`src/rtl/loader_pkg.sv`:
```
// Shared types and helpers for the UART program loader.
// Latency: n/a (package only).
// Backpressure: n/a (package only).
//
// Contents:
//   rx_state_t    - UART receive FSM states
//   ld_state_t    - program-loader FSM states
//   clks_per_bit  - system clocks per UART bit (integer division)
package loader_pkg;

   typedef enum logic [1:0] {
      RX_IDLE,
      RX_START,
      RX_DATA,
      RX_STOP
   } rx_state_t;

   typedef enum logic [1:0] {
      L_COUNT,
      L_HI,
      L_LO,
      L_DONE
   } ld_state_t;

   function automatic int clks_per_bit(input int clk_freq, input int baud);
      return clk_freq / baud;
   endfunction

endpackage

```
`src/rtl/uart_rx_byte.sv`:
```
// 8N1 UART byte receiver with a 2-flop input synchronizer.
// Latency: byte_valid pulses 1 cycle after the mid-stop-bit sample.
// Backpressure: none; the consumer must take each byte on its valid pulse.
//
// Ports:
//   i_clk, i_rst        - clock, synchronous active-high reset
//   i_rxd               - asynchronous serial line, idles high
//   o_rx_byte           - last received byte (stable while o_byte_valid is high)
//   o_byte_valid        - 1-cycle strobe for a byte with a good stop bit
//   o_frame_err_pulse   - 1-cycle strobe when a stop bit is sampled low
module uart_rx_byte
   import loader_pkg::*;
#(
   parameter int CLK_FREQ = 100000000,
   parameter int BAUD     = 9600
) (
   input  logic       i_clk,
   input  logic       i_rst,
   input  logic       i_rxd,
   output logic [7:0] o_rx_byte,
   output logic       o_byte_valid,
   output logic       o_frame_err_pulse
);

   localparam int CPB = clks_per_bit(CLK_FREQ, BAUD);
   localparam int TW  = $clog2(CPB);
   localparam logic [TW-1:0] HALF_BIT = TW'(CPB / 2);
   localparam logic [TW-1:0] FULL_M1  = TW'(CPB - 1);

   logic            r_sync1;
   logic            r_sync2;
   rx_state_t       r_state;
   rx_state_t       w_next;
   logic [TW-1:0]   r_timer;
   logic [2:0]      r_bitcnt;
   logic [7:0]      r_shift;
   logic            r_armed;
   logic            r_byte_valid;
   logic            r_frame_err;
   logic            w_line;
   logic            w_tick;

   assign w_line = r_sync2;
   assign w_tick = (r_timer == '0);

   assign o_rx_byte         = r_shift;
   assign o_byte_valid      = r_byte_valid;
   assign o_frame_err_pulse = r_frame_err;

   always_comb begin
      w_next = r_state;
      case (r_state)
         RX_IDLE:  if (r_armed && !w_line) w_next = RX_START;
         RX_START: if (w_tick) w_next = w_line ? RX_IDLE : RX_DATA;
         RX_DATA:  if (w_tick && (r_bitcnt == 3'd7)) w_next = RX_STOP;
         RX_STOP:  if (w_tick) w_next = RX_IDLE;
         default:  w_next = RX_IDLE;
      endcase
   end

   always_ff @(posedge i_clk) begin
      if (i_rst) begin
         r_sync1      <= 1'b1;
         r_sync2      <= 1'b1;
         r_state      <= RX_IDLE;
         r_timer      <= '0;
         r_bitcnt     <= '0;
         r_shift      <= '0;
         r_armed      <= 1'b0;
         r_byte_valid <= 1'b0;
         r_frame_err  <= 1'b0;
      end else begin
         r_sync1      <= i_rxd;
         r_sync2      <= r_sync1;
         r_state      <= w_next;
         r_byte_valid <= 1'b0;
         r_frame_err  <= 1'b0;
         case (r_state)
            RX_IDLE: begin
               // A new start bit is only accepted once the line has been
               // seen high, so a line stuck low after a bad stop bit (or
               // a reset mid-frame) cannot fake a start.
               if (w_line) r_armed <= 1'b1;
               if (r_armed && !w_line) r_timer <= HALF_BIT;
            end
            RX_START: begin
               if (w_tick) begin
                  r_timer  <= FULL_M1;
                  r_bitcnt <= '0;
               end else begin
                  r_timer <= r_timer - 1'b1;
               end
            end
            RX_DATA: begin
               if (w_tick) begin
                  r_shift  <= {w_line, r_shift[7:1]};
                  r_bitcnt <= r_bitcnt + 3'd1;
                  r_timer  <= FULL_M1;
               end else begin
                  r_timer <= r_timer - 1'b1;
               end
            end
            RX_STOP: begin
               if (w_tick) begin
                  if (w_line) begin
                     r_byte_valid <= 1'b1;
                  end else begin
                     r_frame_err <= 1'b1;
                     r_armed     <= 1'b0;
                  end
               end else begin
                  r_timer <= r_timer - 1'b1;
               end
            end
            default: r_timer <= '0;
         endcase
      end
   end

endmodule

```
`src/rtl/uart_program_loader.sv`:
```
// Loads a program from the UART into instruction memory, one 16-bit word per byte pair.
// Latency: imem_we rises 1 cycle after the low byte's byte_valid.
// Backpressure: none; instruction memory must accept every write strobe.
//
// Ports:
//   CLK, RST     - clock, synchronous active-high reset
//   UART_TXD_IN  - serial input, 8N1, LSB first; byte 0 = word count N (0 -> 2**ADDR_W)
//   imem_we      - 1-cycle write strobe
//   imem_addr    - write word address (holds between strobes)
//   imem_wdata   - {hi, lo} instruction word (holds between strobes)
//   load_done    - set with the final write, held until reset
//   frame_err    - sticky, set on any bad stop bit
module uart_program_loader
   import loader_pkg::*;
#(
   parameter int CLK_FREQ = 100000000,
   parameter int BAUD     = 9600,
   parameter int ADDR_W   = 8
) (
   input  logic              CLK,
   input  logic              RST,
   input  logic              UART_TXD_IN,
   output logic              imem_we,
   output logic [ADDR_W-1:0] imem_addr,
   output logic [15:0]       imem_wdata,
   output logic              load_done,
   output logic              frame_err
);

   logic [7:0]        w_rx_byte;
   logic              w_byte_valid;
   logic              w_frame_err_pulse;

   ld_state_t         r_state;
   ld_state_t         w_next;
   logic [ADDR_W-1:0] r_count;
   logic [ADDR_W-1:0] r_idx;
   logic [7:0]        r_hi;
   logic              r_we;
   logic [ADDR_W-1:0] r_addr;
   logic [15:0]       r_wdata;
   logic              r_done;
   logic              r_ferr;
   logic              w_last;

   uart_rx_byte #(
      .CLK_FREQ (CLK_FREQ),
      .BAUD     (BAUD)
   ) u_rx (
      .i_clk             (CLK),
      .i_rst             (RST),
      .i_rxd             (UART_TXD_IN),
      .o_rx_byte         (w_rx_byte),
      .o_byte_valid      (w_byte_valid),
      .o_frame_err_pulse (w_frame_err_pulse)
   );

   // Count N=0 wraps to all-ones here, which yields 2**ADDR_W words.
   assign w_last = (r_idx == (r_count - ADDR_W'(1)));

   assign imem_we    = r_we;
   assign imem_addr  = r_addr;
   assign imem_wdata = r_wdata;
   assign load_done  = r_done;
   assign frame_err  = r_ferr;

   always_comb begin
      w_next = r_state;
      case (r_state)
         L_COUNT: if (w_byte_valid) w_next = L_HI;
         L_HI:    if (w_byte_valid) w_next = L_LO;
         L_LO:    if (w_byte_valid) w_next = w_last ? L_DONE : L_HI;
         L_DONE:  w_next = L_DONE;
         default: w_next = L_COUNT;
      endcase
   end

   always_ff @(posedge CLK) begin
      if (RST) begin
         r_state <= L_COUNT;
         r_count <= '0;
         r_idx   <= '0;
         r_hi    <= '0;
         r_we    <= 1'b0;
         r_addr  <= '0;
         r_wdata <= '0;
         r_done  <= 1'b0;
         r_ferr  <= 1'b0;
      end else begin
         r_state <= w_next;
         r_we    <= 1'b0;
         if (w_frame_err_pulse) r_ferr <= 1'b1;
         if (w_byte_valid) begin
            case (r_state)
               L_COUNT: r_count <= ADDR_W'(w_rx_byte);
               L_HI:    r_hi    <= w_rx_byte;
               L_LO: begin
                  r_we    <= 1'b1;
                  r_addr  <= r_idx;
                  r_wdata <= {r_hi, w_rx_byte};
                  r_idx   <= r_idx + ADDR_W'(1);
                  if (w_last) r_done <= 1'b1;
               end
               default: ;
            endcase
         end
      end
   end

endmodule

```
`config.mk`:
```
export PLATFORM = sky130hd
export DESIGN_NAME = uart_program_loader
export DESIGN_NICKNAME = d
export VERILOG_FILES = /design/src/rtl/loader_pkg.sv /design/src/rtl/uart_rx_byte.sv /design/src/rtl/uart_program_loader.sv
export SDC_FILE = /design/constraint.sdc
export NUM_CORES = 1
export LEC_CHECK = 0
export CAP_MARGIN = 15
export CORE_UTILIZATION = 58
export CTS_CLUSTER_DIAMETER = 40
export DETAILED_ROUTE_END_ITERATION = 8
export GPL_TIMING_DRIVEN = 0
export PLACE_DENSITY = 0.88
export SETUP_SLACK_MARGIN = 0.4
export SYNTH_ARGS = -nofsm -noshare
export SYNTH_HDL_FRONTEND = slang
export SYNTH_SLANG_ARGS = --single-unit
```
`constraint.sdc`:
```
create_clock -name CLK -period 2.8 [get_ports CLK]
set_input_delay 0.7 -clock CLK [delete_from_list [all_inputs] [get_ports CLK]]
set_output_delay 0.7 -clock CLK [all_outputs]
set_load 0.02 [all_outputs]
```
Word-level counts from Yosys, hierarchy flattened:

Index checks and enable logic that the tools add are counted.

* bits in registers: 85
* bits of input ports: 3
* output and inout bits: 27

* $add $sub $neg: 4
* eq/ne operators: 19
* muxes and demuxes: 25
* bitwise gates (word level): 3
* reductions and logical operators: 21

Operators by type and width (count)
* 14-bit two-way mux: 3
* 14-bit case mux with 3 select lines: 1
* 2-bit two-way mux: 9
* 2-bit by 1-bit != test with 1-bit output (second input constant): 9
* 2-bit case mux with 4 select lines: 2
* 14-bit logical NOT: 1
* 14-bit by 1-bit subtractor with 14-bit output (second input constant): 1
* 2-bit AND reduction: 5
* 3-bit AND reduction: 3
* 8-bit by 1-bit adder with 8-bit output (second input constant): 1
* 2-bit equality test (second input constant): 4
* 8-bit equality test: 1
* 4-bit AND reduction: 2
* 8-bit by 1-bit subtractor with 8-bit output (second input constant): 1
* 1-bit two-way mux: 6
* 3-bit two-way mux: 2
* 3-bit case mux with 2 select lines: 1
* 2-bit by 1-bit equality test with 1-bit output (second input constant): 2
* 2-bit logical NOT: 2
* 2-bit != test (second input constant): 2
* 2-bit nonzero test: 2
* 2-bit OR reduction: 2
* 3-bit by 1-bit adder with 3-bit output (second input constant): 1
* 3-bit equality test (second input constant): 1
* other kinds (5): 8

Logic depth before layout (Yosys ltp):

* word-level depth: 5
* mapped depth: 10
* depth with buffers taken out: 8

Hierarchy:

A second synthesis with hierarchy kept.

* cells, all modules: 453
* area total of the unflattened synthesis: 3852.4 um^2

Modules (own cells, without submodules)
* uart_program_loader: times used 1, cells each 260, area each 2154.6 um^2, sequential area each 1061.0 um^2
* uart_rx_byte: times used 1, cells each 193, area each 1697.9 um^2, sequential area each 640.6 um^2

Least setup slack after synthesis:

No wires, ideal clock.

* kind: flip-flop to flip-flop
* start point: reg u_rx.r_timer[0]
* end point: reg u_rx.r_timer[5]
* setup time: 0.128 ns
* arrival time: 2.173 ns
* path slack: 0.500 ns
* stages on the path, launching flop included: 10
* buffers on the path: 2
* clock period less this slack: 2.300 ns
* path through: dfxtp_1 > inv_1 > ha_1 > or4b_4 > or3_1 > buf_6 > o31a_1 > buf_6 > a32oi_1 > nor2_1

* longest elaborated chain between the ends: 3
* elaborated cells on any way between the ends: 7

Ends and longest elaborated chain
* start: declaration: RTL line uart_rx_byte.sv:34 `logic [TW-1:0] r_timer;`
* start signal: assignment: RTL line uart_rx_byte.sv:91 `r_timer <= r_timer - 1'b1;`
* start signal: assignment: RTL line uart_rx_byte.sv:100 `r_timer <= r_timer - 1'b1;`
* start signal: assignment: RTL line uart_rx_byte.sv:112 `r_timer <= r_timer - 1'b1;`
* 14-bit by 1-bit subtractor with 14-bit output or 14-bit logical NOT (tied branches)
* 14-bit two-way mux, or another cell as far along: RTL line uart_rx_byte.sv:104 `if (w_tick) begin`
* 14-bit case mux with 3 select lines or 2-bit AND reduction (tied branches)

Parallel ways exist; a longest one is shown, timed or not. The select of a mux whose other input is x is not followed.
A chain may end at the register's enable or synchronous reset.

Final worst setup path:

* start point: reg u_rx.r_timer[1]
* end point: reg u_rx.r_timer[5]

Same word-level chain as after synthesis.

==> impl_metrics.ini <==
[critical_path]
path_cells = inv_2 > ha_4 > or4b_4 > or3_4 > buf_8 > o31a_1 > buf_6 > a32oi_2 > nor2_1
r2r-end = u_rx.r_timer[5]
cp_top_family = simple AND/OR/NAND/NOR gates
startpoint_type = flop
slowest_stage = or4b_4
worst_r2r_path_depth = 9
rrSetupSlack_ps = 410
critPathMaxStageDelay_ps = 470
cp-end-kind = flop
crit_end = u_rx.r_timer[5]
cp.depth = 9
crit_path_start = u_rx.r_timer[1]
worstPathRequired_ps = 3040
cp_max_fo = 7
r2r-start = u_rx.r_timer[1]
cp.arrival_ps = 2630
cp_num_buf_inv = 3
path_class = flop to flop

[die]
core_um2 = 6350
start_util_pct = 59.8
die_h_um = 82.9
rows = 29
die_area_um2 = 6870
io_pins = 30
die_w_um = 82.9

[synthesis]
synth_edf_count = 0
yosys_warnings = 0
ys_async_sr_fraction_pct = 0
syn-cell-area_um2 = 3790
synth_cell_types = 47
ys_ff_latch = 85
synth_seq_area_share_pct = 44.8
syn_avg_cell_area_um2 = 7.99
yosys_most_used_dff = dfxtp_1
synthCells = 475
synth_fp_nets = 488

[power_and_ir_drop]
p_per_area_nw_per_um2 = 606
ir_drop_mv = 0.560
leakage_nw = 1.54
p_int_mw = 1.85
p_clk_share_pct = 30.8
p_comb_share_pct = 23.1
swShare_pct = 32.6
seq_power_share_pct = 46.1
p_sw_mw = 0.894

[global_routing]
grt_pass1_vias = 3352
grt_usage_pct = 28.7
grt_max_degree = 17
grt_pass1_wl_um = 15800
antenna_found_initial = 0
grt-ovfl-total = 0

[route]
ant_nets = 0
routed_via_density = 5.90
wl_per_cell_um = 15.7
drt-initial-drc-count = 263
wirelength_um = 9540
first_pass_iters = 5
vias = 3588
drcViolationCount = 0

[clock_tree]
cts_root_buf = clkbuf_8
hold_buffers = 0
clk_pin_slew_ps = 90
cts-htree-levels = 3
cts_buffer_depth = 2
cts_sinks = 85
cts_tree = done
cts_buffers = 9
clock_insertion_delay_worst_skew_ps = 370

[sta]
min_period_ps = 2390
post-route-period-util_pct = 85.3
hold_violations = 0
slew_violations = 0
tns_ps = 0
worst_slew_pin_slew_ps = 888
grt_setup_unrepaired = yes
setup-violations-final = 0
clock_skew_ps = 9.36
max_freq_mhz = 419
relSlewSlack_pct = 40.6

[placed_design]
gp_congestion = 0.884
port_buffers = 29
dpl.hpwl_um = 6310

[cells_and_area]
nets = 539
antenna_cells = 0
final_core_util_pct = 71.3
synthToLayoutAreaGrowth_pct = 19.4
drive_above_1_share_pct = 10.4

[min_path]
holdCritPathClass = flop to flop

[run_status]
status = completed

[job]
cap_violations = 0
==> worst min path at each step <==
stage | slack (ps) | startpoint | to | depth (start not counted)
floorplan | 390 | u_rx.r_sync1 | u_rx.r_sync2 | 1
global placement | 400 | u_rx.r_sync1 | u_rx.r_sync2 | 1
detailed placement | 410 | u_rx.r_sync1 | u_rx.r_sync2 | 1
CTS | 430 | u_rx.r_sync1 | u_rx.r_sync2 | 1
global route | 440 | u_rx.r_sync1 | u_rx.r_sync2 | 1
finish | 430 | u_rx.r_sync1 | u_rx.r_sync2 | 1
==> power by group through the flow <==
stage / Combinational (mW) / Clock (mW) / Sequential (mW)
after floorplan: 0.395 / 0 / 1.28
after global placement: 0.491 / 0 / 1.29
after detailed placement: 0.501 / 0 / 1.29
after CTS: 0.568 / 0.839 / 1.26
after global routing: 0.702 / 0.895 / 1.27
final: 0.635 / 0.844 / 1.26
==> worst register-to-register path: stages (launching register included) <==
cell	delay, ps
dfxtp_2	340
inv_2	70
ha_4	130
or4b_4	470
or3_4	350
buf_8	150
o31a_1	360
buf_6	170
a32oi_2	170
nor2_1	50
==> layout by cell type, fill, tap and decap left out, types with 10 or more instances in the layout <==
| master | instances |
|---|---|
| nand3_1 | 12 |
| buf_4 | 12 |
| o21ai_0 | 13 |
| clkbuf_8 | 10 |
| clkdlybuf4s50_1 | 29 |
| nor2_1 | 49 |
| nand2_1 | 96 |
| a21oi_1 | 65 |
| clkbuf_1 | 24 |
| dfxtp_1 | 83 |
| xnor2_1 | 11 |
==> cell type report <==
cell class | count | area [um2]
Multi-Input combinational cell | 351 | 1990
Fill cell | 467 | 1820
Sequential cell | 85 | 1710
Timing Repair Buffer | 40 | 373
Clock buffer | 10 | 138
Buffer | 28 | 129
Tap cell | 77 | 96.3
Clock inverter | 6 | 53.8
Inverter | 11 | 41.3
==> logic make-up (layout without fill, tap and decap cells) <==
group,Yosys count,in the layout,synth area share (%)
and+or+nand+nor,204,204,24.0
AOI/OAI and AO/OA,112,112,17.5
DFF,85,85,44.8
buffers and inverters,39,95,4.29
xor gates and xnor gates,16,16,3.69
adders and majority gates,10,10,3.30
muxes,9,9,2.37
==> registers in the layout (all words and copies together) (netlist names), 2 cells and up, named ones only <==
register and flops:
r_count 8, u_rx.r_timer 14, imem_wdata 16, u_rx.r_bitcnt 3
u_rx.o_rx_byte 8, r_idx 8, imem_addr 8, r_hi 8
r_state 2
==> routing by layer <==
layer / GRT usage (%) / vias up / part of all wire [%]
met3: 5.57 / 16 / 6.6
met5: 0 / - / 0
met1: 36.6 / 1686 / 44
met2: 47.5 / 140 / 48
li1: - / 1746 / -
met4: 12.2 / 0 / 1.9
==> per-stage QoR <==
step / power [mW] / cells / hold slack (ps) / setup WS, ps / instance area, um2
6_report: 2.74 / 608 / 425 / 412 / 4530
5_1_grt: 2.87 / 608 / 442 / 366 / 4530
3_5_place_dp: 1.79 / 581 / 411 / 218 / 4180
3_3_place_gp: 1.78 / 581 / 396 / 264 / 4180
2_1_floorplan: 1.68 / 475 / 389 / 500 / 3790
4_1_cts: 2.67 / 606 / 433 / 411 / 4470
==> Yosys cell counts (3+ instances only) <==
| master | n | area [um2] |
|---|---|---|
| nand2_1 | 96 | 360 |
| dfxtp_1 | 85 | 1700 |
| a21oi_1 | 66 | 330 |
| nor2_1 | 50 | 188 |
| clkbuf_1 | 25 | 93.8 |
| o21ai_0 | 14 | 70.1 |
| nand3_1 | 12 | 60.1 |
| inv_1 | 11 | 41.3 |
| xnor2_1 | 11 | 96.3 |
| ha_1 | 10 | 125 |
| mux2i_1 | 9 | 90.1 |
| nand4_1 | 7 | 43.8 |
| nor4_1 | 7 | 43.8 |
| nor3_1 | 6 | 30.0 |
| or3_1 | 6 | 37.5 |
| xor2_1 | 5 | 43.8 |
| nand2b_1 | 4 | 25.0 |
| or2_2 | 4 | 25.0 |
| a22oi_1 | 3 | 22.5 |
| a311oi_1 | 3 | 26.3 |
| a31oi_1 | 3 | 18.8 |
| o21ai_1 | 3 | 15.0 |
| o31ai_1 | 3 | 22.5 |
==> what timing repair did <==
item / 4_1_cts / 5_1_grt
gates cloned: 1 / 0
buffers inserted: 8 / 2
endpoints found under the setup margin: 27 / 30
pin swaps: 4 / 4
resized for setup: 10 / 13
Note: power is estimated with default switching activity, not from simulation.
